===== src/rtl/sampler_trigger_pkg.sv =====
// Shared types and constants for the sampler trigger block.
//   state_e     : trigger FSM encoding, also exported on the status port.
//   StateWidth  : width of the state encoding.
//   DataLatency : cycles from data_in to data_out.
package sampler_trigger_pkg;

    localparam int unsigned StateWidth  = 2;
    localparam int unsigned DataLatency = 2;

    typedef enum logic [StateWidth-1:0] {
        StIdle  = 2'd0,
        StArmed = 2'd1,
        StDelay = 2'd2,
        StFired = 2'd3
    } state_e;

endpackage


===== src/rtl/sampler_trigger_match.sv =====
// Sample register plus trigger compare for the sampler trigger.
// Ports:
//   clk, reset  : sample clock, synchronous active-high reset
//   data_i      : raw sample, registered into data_q_o
//   mask_i      : latched compare mask (1 = bit participates)
//   value_i     : latched compare pattern
//   edge_i      : 0 = level match, 1 = non-match to match transition
//   track_i     : update the previous-match flag this cycle (FSM is ARMED)
//   preset_i    : arm accepted; force previous-match high
//   data_q_o    : data_i delayed one cycle
//   hit_o       : trigger condition evaluated on data_q_o
module sampler_trigger_match
    import sampler_trigger_pkg::*;
#(
    parameter int unsigned WIDTH = 32
) (
    input  logic             clk,
    input  logic             reset,
    input  logic [WIDTH-1:0] data_i,
    input  logic [WIDTH-1:0] mask_i,
    input  logic [WIDTH-1:0] value_i,
    input  logic             edge_i,
    input  logic             track_i,
    input  logic             preset_i,
    output logic [WIDTH-1:0] data_q_o,
    output logic             hit_o
);

    logic [WIDTH-1:0] data_q, data_d;
    logic             match_prev_q, match_prev_d;
    logic             match;

    assign match = ((data_q ^ value_i) & mask_i) == '0;

    always_comb begin
        data_d       = data_i;
        match_prev_d = match_prev_q;
        // Presetting on arm keeps a pattern already present from firing in edge mode.
        if (preset_i) begin
            match_prev_d = 1'b1;
        end else if (track_i) begin
            match_prev_d = match;
        end
        hit_o = edge_i ? (match & ~match_prev_q) : match;
    end

    always_ff @(posedge clk) begin
        if (reset) begin
            data_q       <= '0;
            match_prev_q <= 1'b0;
        end else begin
            data_q       <= data_d;
            match_prev_q <= match_prev_d;
        end
    end

    assign data_q_o = data_q;

endmodule


===== src/rtl/sampler_trigger.sv =====
// Sampler trigger: holds the capture memory in reset until a programmable trigger
// fires (optionally after a post-trigger delay) and retimes the sample stream so the
// triggering word is the first word captured.
// Optional feature macro: TRIGGER_TIMEOUT_EN adds an auto-trigger timeout
// (TIMEOUT_BITS, cfg_timeout, timed_out).
// Ports:
//   clk, reset             : sample clock, synchronous active-high reset
//   data_in / data_out     : probe sample in, same sample DataLatency cycles later
//   cfg_mask/value/edge    : compare setup, latched on arm
//   cfg_delay              : cycles from trigger hit to run, latched on arm
//   arm / disarm           : single-cycle control pulses (disarm wins)
//   run                    : high in FIRED; drives capture memory write reset
//   fired                  : one-cycle pulse on entry to FIRED
//   state                  : current FSM state for the status register
//   cfg_timeout, timed_out : auto-trigger timeout (TRIGGER_TIMEOUT_EN only)
module sampler_trigger
    import sampler_trigger_pkg::*;
#(
    parameter int unsigned WIDTH        = 32,
`ifdef TRIGGER_TIMEOUT_EN
    parameter int unsigned TIMEOUT_BITS = 24,
`endif
    parameter int unsigned DELAY_BITS   = 16
) (
    input  logic                  clk,
    input  logic                  reset,
    input  logic [WIDTH-1:0]      data_in,
    output logic [WIDTH-1:0]      data_out,
    input  logic [WIDTH-1:0]      cfg_mask,
    input  logic [WIDTH-1:0]      cfg_value,
    input  logic                  cfg_edge,
    input  logic [DELAY_BITS-1:0] cfg_delay,
    input  logic                  arm,
    input  logic                  disarm,
    output logic                  run,
    output logic                  fired,
`ifdef TRIGGER_TIMEOUT_EN
    input  logic [TIMEOUT_BITS-1:0] cfg_timeout,
    output logic                    timed_out,
`endif
    output logic [StateWidth-1:0] state
);

    localparam int unsigned OutStages = DataLatency - 1;

    state_e                          state_q, state_d;
    logic [WIDTH-1:0]                mask_q, mask_d, value_q, value_d;
    logic                            edge_q, edge_d;
    logic [DELAY_BITS-1:0]           delay_q, delay_d, cnt_q, cnt_d;
    logic                            run_q, run_d, fired_q, fired_d;
    logic [OutStages-1:0][WIDTH-1:0] out_pipe_q, out_pipe_d;
    logic [WIDTH-1:0]                data_q;
    logic                            hit, trig, load_cfg, armed_step;

    assign load_cfg   = arm & ~disarm;
    assign armed_step = (state_q == StArmed) & ~arm & ~disarm;

    sampler_trigger_match #(
        .WIDTH (WIDTH)
    ) u_match (
        .clk      (clk),
        .reset    (reset),
        .data_i   (data_in),
        .mask_i   (mask_q),
        .value_i  (value_q),
        .edge_i   (edge_q),
        .track_i  (state_q == StArmed),
        .preset_i (load_cfg),
        .data_q_o (data_q),
        .hit_o    (hit)
    );

`ifdef TRIGGER_TIMEOUT_EN
    logic [TIMEOUT_BITS-1:0] timeout_q, timeout_d, to_cnt_q, to_cnt_d;
    logic                    timed_out_q, timed_out_d, force_hit;

    // to_cnt_q holds completed ARMED cycles, so the current cycle is number to_cnt_q + 1.
    assign force_hit = (timeout_q != '0) && (to_cnt_q == timeout_q - TIMEOUT_BITS'(1));
    assign trig      = hit | force_hit;

    always_comb begin
        timeout_d   = load_cfg ? cfg_timeout : timeout_q;
        to_cnt_d    = to_cnt_q;
        timed_out_d = timed_out_q;
        if (load_cfg) begin
            to_cnt_d    = '0;
            timed_out_d = 1'b0;
        end else if (state_q == StArmed) begin
            to_cnt_d = to_cnt_q + TIMEOUT_BITS'(1);
        end
        // A real hit in the timeout cycle takes precedence.
        if (armed_step && force_hit && !hit) begin
            timed_out_d = 1'b1;
        end
    end

    always_ff @(posedge clk) begin
        if (reset) begin
            timeout_q   <= '0;
            to_cnt_q    <= '0;
            timed_out_q <= 1'b0;
        end else begin
            timeout_q   <= timeout_d;
            to_cnt_q    <= to_cnt_d;
            timed_out_q <= timed_out_d;
        end
    end

    assign timed_out = timed_out_q;
`else
    assign trig = hit;
`endif

    always_comb begin
        state_d = state_q;
        cnt_d   = cnt_q;
        mask_d  = load_cfg ? cfg_mask  : mask_q;
        value_d = load_cfg ? cfg_value : value_q;
        edge_d  = load_cfg ? cfg_edge  : edge_q;
        delay_d = load_cfg ? cfg_delay : delay_q;
        if (disarm) begin
            state_d = StIdle;
        end else if (arm) begin
            state_d = StArmed;
        end else begin
            unique case (state_q)
                StIdle: ;
                StArmed: begin
                    if (trig) begin
                        if (delay_q == '0) begin
                            state_d = StFired;
                        end else begin
                            cnt_d   = delay_q;
                            state_d = StDelay;
                        end
                    end
                end
                StDelay: begin
                    cnt_d = cnt_q - DELAY_BITS'(1);
                    if (cnt_q <= DELAY_BITS'(1)) begin
                        state_d = StFired;
                    end
                end
                StFired: ;
                default: state_d = StIdle;
            endcase
        end
        run_d   = (state_d == StFired);
        fired_d = run_d & (state_q != StFired);
        out_pipe_d[0] = data_q;
        for (int i = 1; i < OutStages; i++) begin
            out_pipe_d[i] = out_pipe_q[i-1];
        end
    end

    always_ff @(posedge clk) begin
        if (reset) begin
            state_q    <= StIdle;
            cnt_q      <= '0;
            mask_q     <= '0;
            value_q    <= '0;
            edge_q     <= 1'b0;
            delay_q    <= '0;
            run_q      <= 1'b0;
            fired_q    <= 1'b0;
            out_pipe_q <= '0;
        end else begin
            state_q    <= state_d;
            cnt_q      <= cnt_d;
            mask_q     <= mask_d;
            value_q    <= value_d;
            edge_q     <= edge_d;
            delay_q    <= delay_d;
            run_q      <= run_d;
            fired_q    <= fired_d;
            out_pipe_q <= out_pipe_d;
        end
    end

    assign data_out = out_pipe_q[OutStages-1];
    assign run      = run_q;
    assign fired    = fired_q;
    assign state    = state_q;

endmodule


===== config.mk =====
export PLATFORM = sky130hd
export DESIGN_NAME = sampler_trigger
export DESIGN_NICKNAME = d
export VERILOG_FILES = /design/src/rtl/sampler_trigger_pkg.sv /design/src/rtl/sampler_trigger_match.sv /design/src/rtl/sampler_trigger.sv
export SDC_FILE = /design/constraint.sdc
export NUM_CORES = 1
export LEC_CHECK = 0
export ABC_AREA = 1
export CAP_MARGIN = 10
export CORE_MARGIN = 2
export CORE_UTILIZATION = 45
export DETAILED_ROUTE_END_ITERATION = 7
export GPL_TIMING_DRIVEN = 0
export PLACE_DENSITY = 0.73
export RECOVER_POWER = 50
export REMOVE_ABC_BUFFERS = 1
export SETUP_SLACK_MARGIN = 0.2
export SYNTH_ARGS = -nofsm -noshare
export SYNTH_HDL_FRONTEND = slang
export SYNTH_SLANG_ARGS = --single-unit

===== constraint.sdc =====
create_clock -name clk -period 1.6 [get_ports clk]
set_input_delay 0.32 -clock clk [delete_from_list [all_inputs] [get_ports clk]]
set_output_delay 0.32 -clock clk [all_outputs]
set_load 0.01 [all_outputs]

==> flow_summary.ini <==
[synthesis]
yosys-top-cells-area = dfxtp_1, nor2_1, o21ai_0
synth_top_family_by_area = simple AND/OR/NAND/NOR gates
yosysUniqueCellTypes = 27
synth-edff-count = 0
yosys.area_share.simple_pct = 23.4
ys_ff_latch = 166
synth_area_per_cell_sq_um = 7.32
yosys.area.top_type = dfxtp_1
syn_inst = 891
synth_top_cell_area_share_pct = 51.0
synth_common_cells = nor2_1, dfxtp_1, inv_1
synth_fa_ha_area_share_pct = 1.15
yosys_warnings = 0
synth-main-ff-cell = dfxtp_1
synth.area.mux_share_pct = 0
synth_compound_area_share_pct = 14.0
synth-xor-area-share_pct = 0.537
synth_seq_area_share_pct = 51.0
synth.cell_area_sq_um = 6520
yosysMostFrequentCell = nor2_1
async_flop_share_pct = 0

[clocking]
htreeDepth = 4
numClockSinks = 166
cts-root-buf = clkbuf_16
clk_latency_ns = 0.42
cts_buffers = 17
cts_tree = yes
holdBufCountCts = 0
clockBufferDepth = 2
clk_pin_slew_ns = 0.06

[sta]
fin_tns_setup_ns = -3.55
setup_ws_ns = -0.236
worst_pin_slew_ns = 0.677
hold_ws_ns = 0.332
drv_slew = 0
max_slew_margin_pct = 54.8
final_hold_viol_count = 0
period_needed_ns = 1.84
period_share_pct = 115
rsz0062_at_grt = yes
finClkSkew_ns = 0.00882
fmax_mhz = 545
setup_viol = 19

[critical_path]
ff2ff_setup_slack_ns = -0.24
crit_slowest_cell = dfxtp_2
worstSetupEndpointType = flip-flop
r2r_start = value_q[18]
crit_buf_inv = 0
start_kind = flip-flop
cp_common_cell = nand2_8
cp_max_fo = 8
cp_slowest_stage_delay_ns = 0.32
required_ns = 1.88
worst_ep_arrival_time_ns = 2.12
worstPathCellList = or2_1, nand3_1, nand2_1, nor2_2, nand2_2, nor2_4, nand4_4, nand2_8, nand2_8, o21ai_2, a21oi_2
crit_family = simple AND/OR/NAND/NOR gates
crit_type = flip-flop to flip-flop
crit_start = value_q[18]

[flow_run]
cap_violations = 0

[grt]
grt_max_degree = 81
overflow = 0
grt_usage_pct = 22.9
grt_pass1_vias = 5652
antenna_found_initial = 0
grt_pass1_wl_mm = 28.5

[power]
irDropWorstVdd_v = 0.000785
powerDensity_nw_per_um2 = 1070
combPwrFrac_pct = 13.4
power.internal_mw = 7.37
seqPwrFrac_pct = 45.4
p_switching_mw = 2.47
finalPower_mw = 9.84
power.share.clock_pct = 41.2
p_leak_nw = 4.15
switching_share_pct = 25.1

[placement]
place_hpwl_mm = 9.84
gp_congestion = 0.886
pre_cts_ws_ns = -1.39
io_buffer_count = 152

[routing]
drt_wl_total_mm = 17.9
first_iter_violations = 427
routed.top_layer = met4
drc_errors = 0
viasPerCell = 4.94
met1_length_mm = 7.95
firstDrtPassIters = 5
wl_per_cell_microns = 14.4
ant_nets = 0
vias = 6119
wl_met3_mm = 1.02
wl_met2_mm = 8.65

[die]
start_util_pct = 46.4
coreArea_sq_um = 14000
dieArea_sq_um = 15500
num_rows = 43
die_w_microns = 124
fp.dieH_microns = 124
io_pins = 153

[worst_hold_path]
hp-class = input pin to flip-flop
min-delay-start = arm

[final_layout]
finish.utilization_pct = 65.6
layout.nets = 1169
area_growth_pct = 41.3
layout-drive-gt1-share_pct = 10.2
antenna_cells = 0

[run_status]
status = finished with violations
failed_checks = setup timing
worst reg2reg max path, stage by stage (launching register included):
cell and delay, ns:
dfxtp_2 0.32, or2_1 0.22, nand3_1 0.07, nand2_1 0.07, nor2_2 0.16, nand2_2 0.08
nor2_4 0.15, nand4_4 0.14, nand2_8 0.14, nand2_8 0.11, o21ai_2 0.16, a21oi_2 0.07
registers in the layout, indices dropped and copies added, names as in the netlist:
register / count
delay_q: 16
cnt_q: 16
value_q: 32
run: 1
mask_q: 32
state: 2
edge_q: 1
u_match.match_prev_q: 1
fired: 1
data_out: 32
u_match.data_q_o: 32
metal layers:
layer | vias up | global-route usage, %
met5 | - | 0
met4 | 0 | 6.21
met3 | 30 | 6.53
met2 | 159 | 38.8
met1 | 2830 | 28.5
li1 | 3100 | -
power groups by stage:
stage	clock, mW	combinational [mW]	sequential [mW]
3_3_place_gp	0	1.10	4.56
2_1_floorplan	0	0.559	4.55
4_1_cts	4.14	1.25	4.47
3_5_place_dp	0	1.12	4.56
5_1_grt	4.32	1.47	4.50
6_report	4.05	1.32	4.47
cell type report:
type                            count  area, sq um
Multi-Input combinational cell    560         2780
Sequential cell                   166         3330
Timing Repair Buffer              169         1690
Inverter                          127          507
Fill cell                        1233         4830
Clock buffer                       22          464
Tap cell                          180          225
Clock inverter                     10          121
Timing Repair inverter              5         98.8
placed cells by master, fill, tap and decap left out, types with 9 or more instances in the layout:
cell type / n
nor2_2: 9
o21ai_1: 11
inv_1: 120
dlygate4sd2_1: 34
clkbuf_16: 18
nor2_1: 185
dfxtp_1: 163
buf_4: 10
a21oi_1: 49
nand3_1: 43
o21ai_0: 91
clkdlybuf4s50_1: 113
nand2_1: 107
logic make-up after synthesis:
kind of cell             Yosys count
adder cells (fa/ha/maj)            6
buffers and inverters            168
AO/OA/AOI/OAI                    171
XOR/XNOR                           4
flip-flops                       166
AND/OR/NAND/NOR                  376
stage by stage:
step / std cells / cell area [sq um]
6_report: 1239 / 9210
5_1_grt: 1239 / 9210
4_1_cts: 1230 / 9060
3_5_place_dp: 1184 / 8150
3_3_place_gp: 1182 / 8100
2_1_floorplan: 850 / 6350
final timing paths:
| kind | end | cells past startpoint |
|---|---|---|
| min | state[0] | 5 |
| max | cnt_q[11] | 11 |
| min reg2reg | data_out[29] | 2 |
| max reg2reg | cnt_q[11] | 11 |
repair_timing:
action | CTS | global route
cloned | 7 | 2
setup endpoints to repair | 138 | 87
endpoints found under the hold margin | 0 | 0
gates resized for setup | 84 | 37
setup buffers | 7 | 7
pin swaps | 7 | 4
Note: power is estimated with default switching activity, not from simulation.
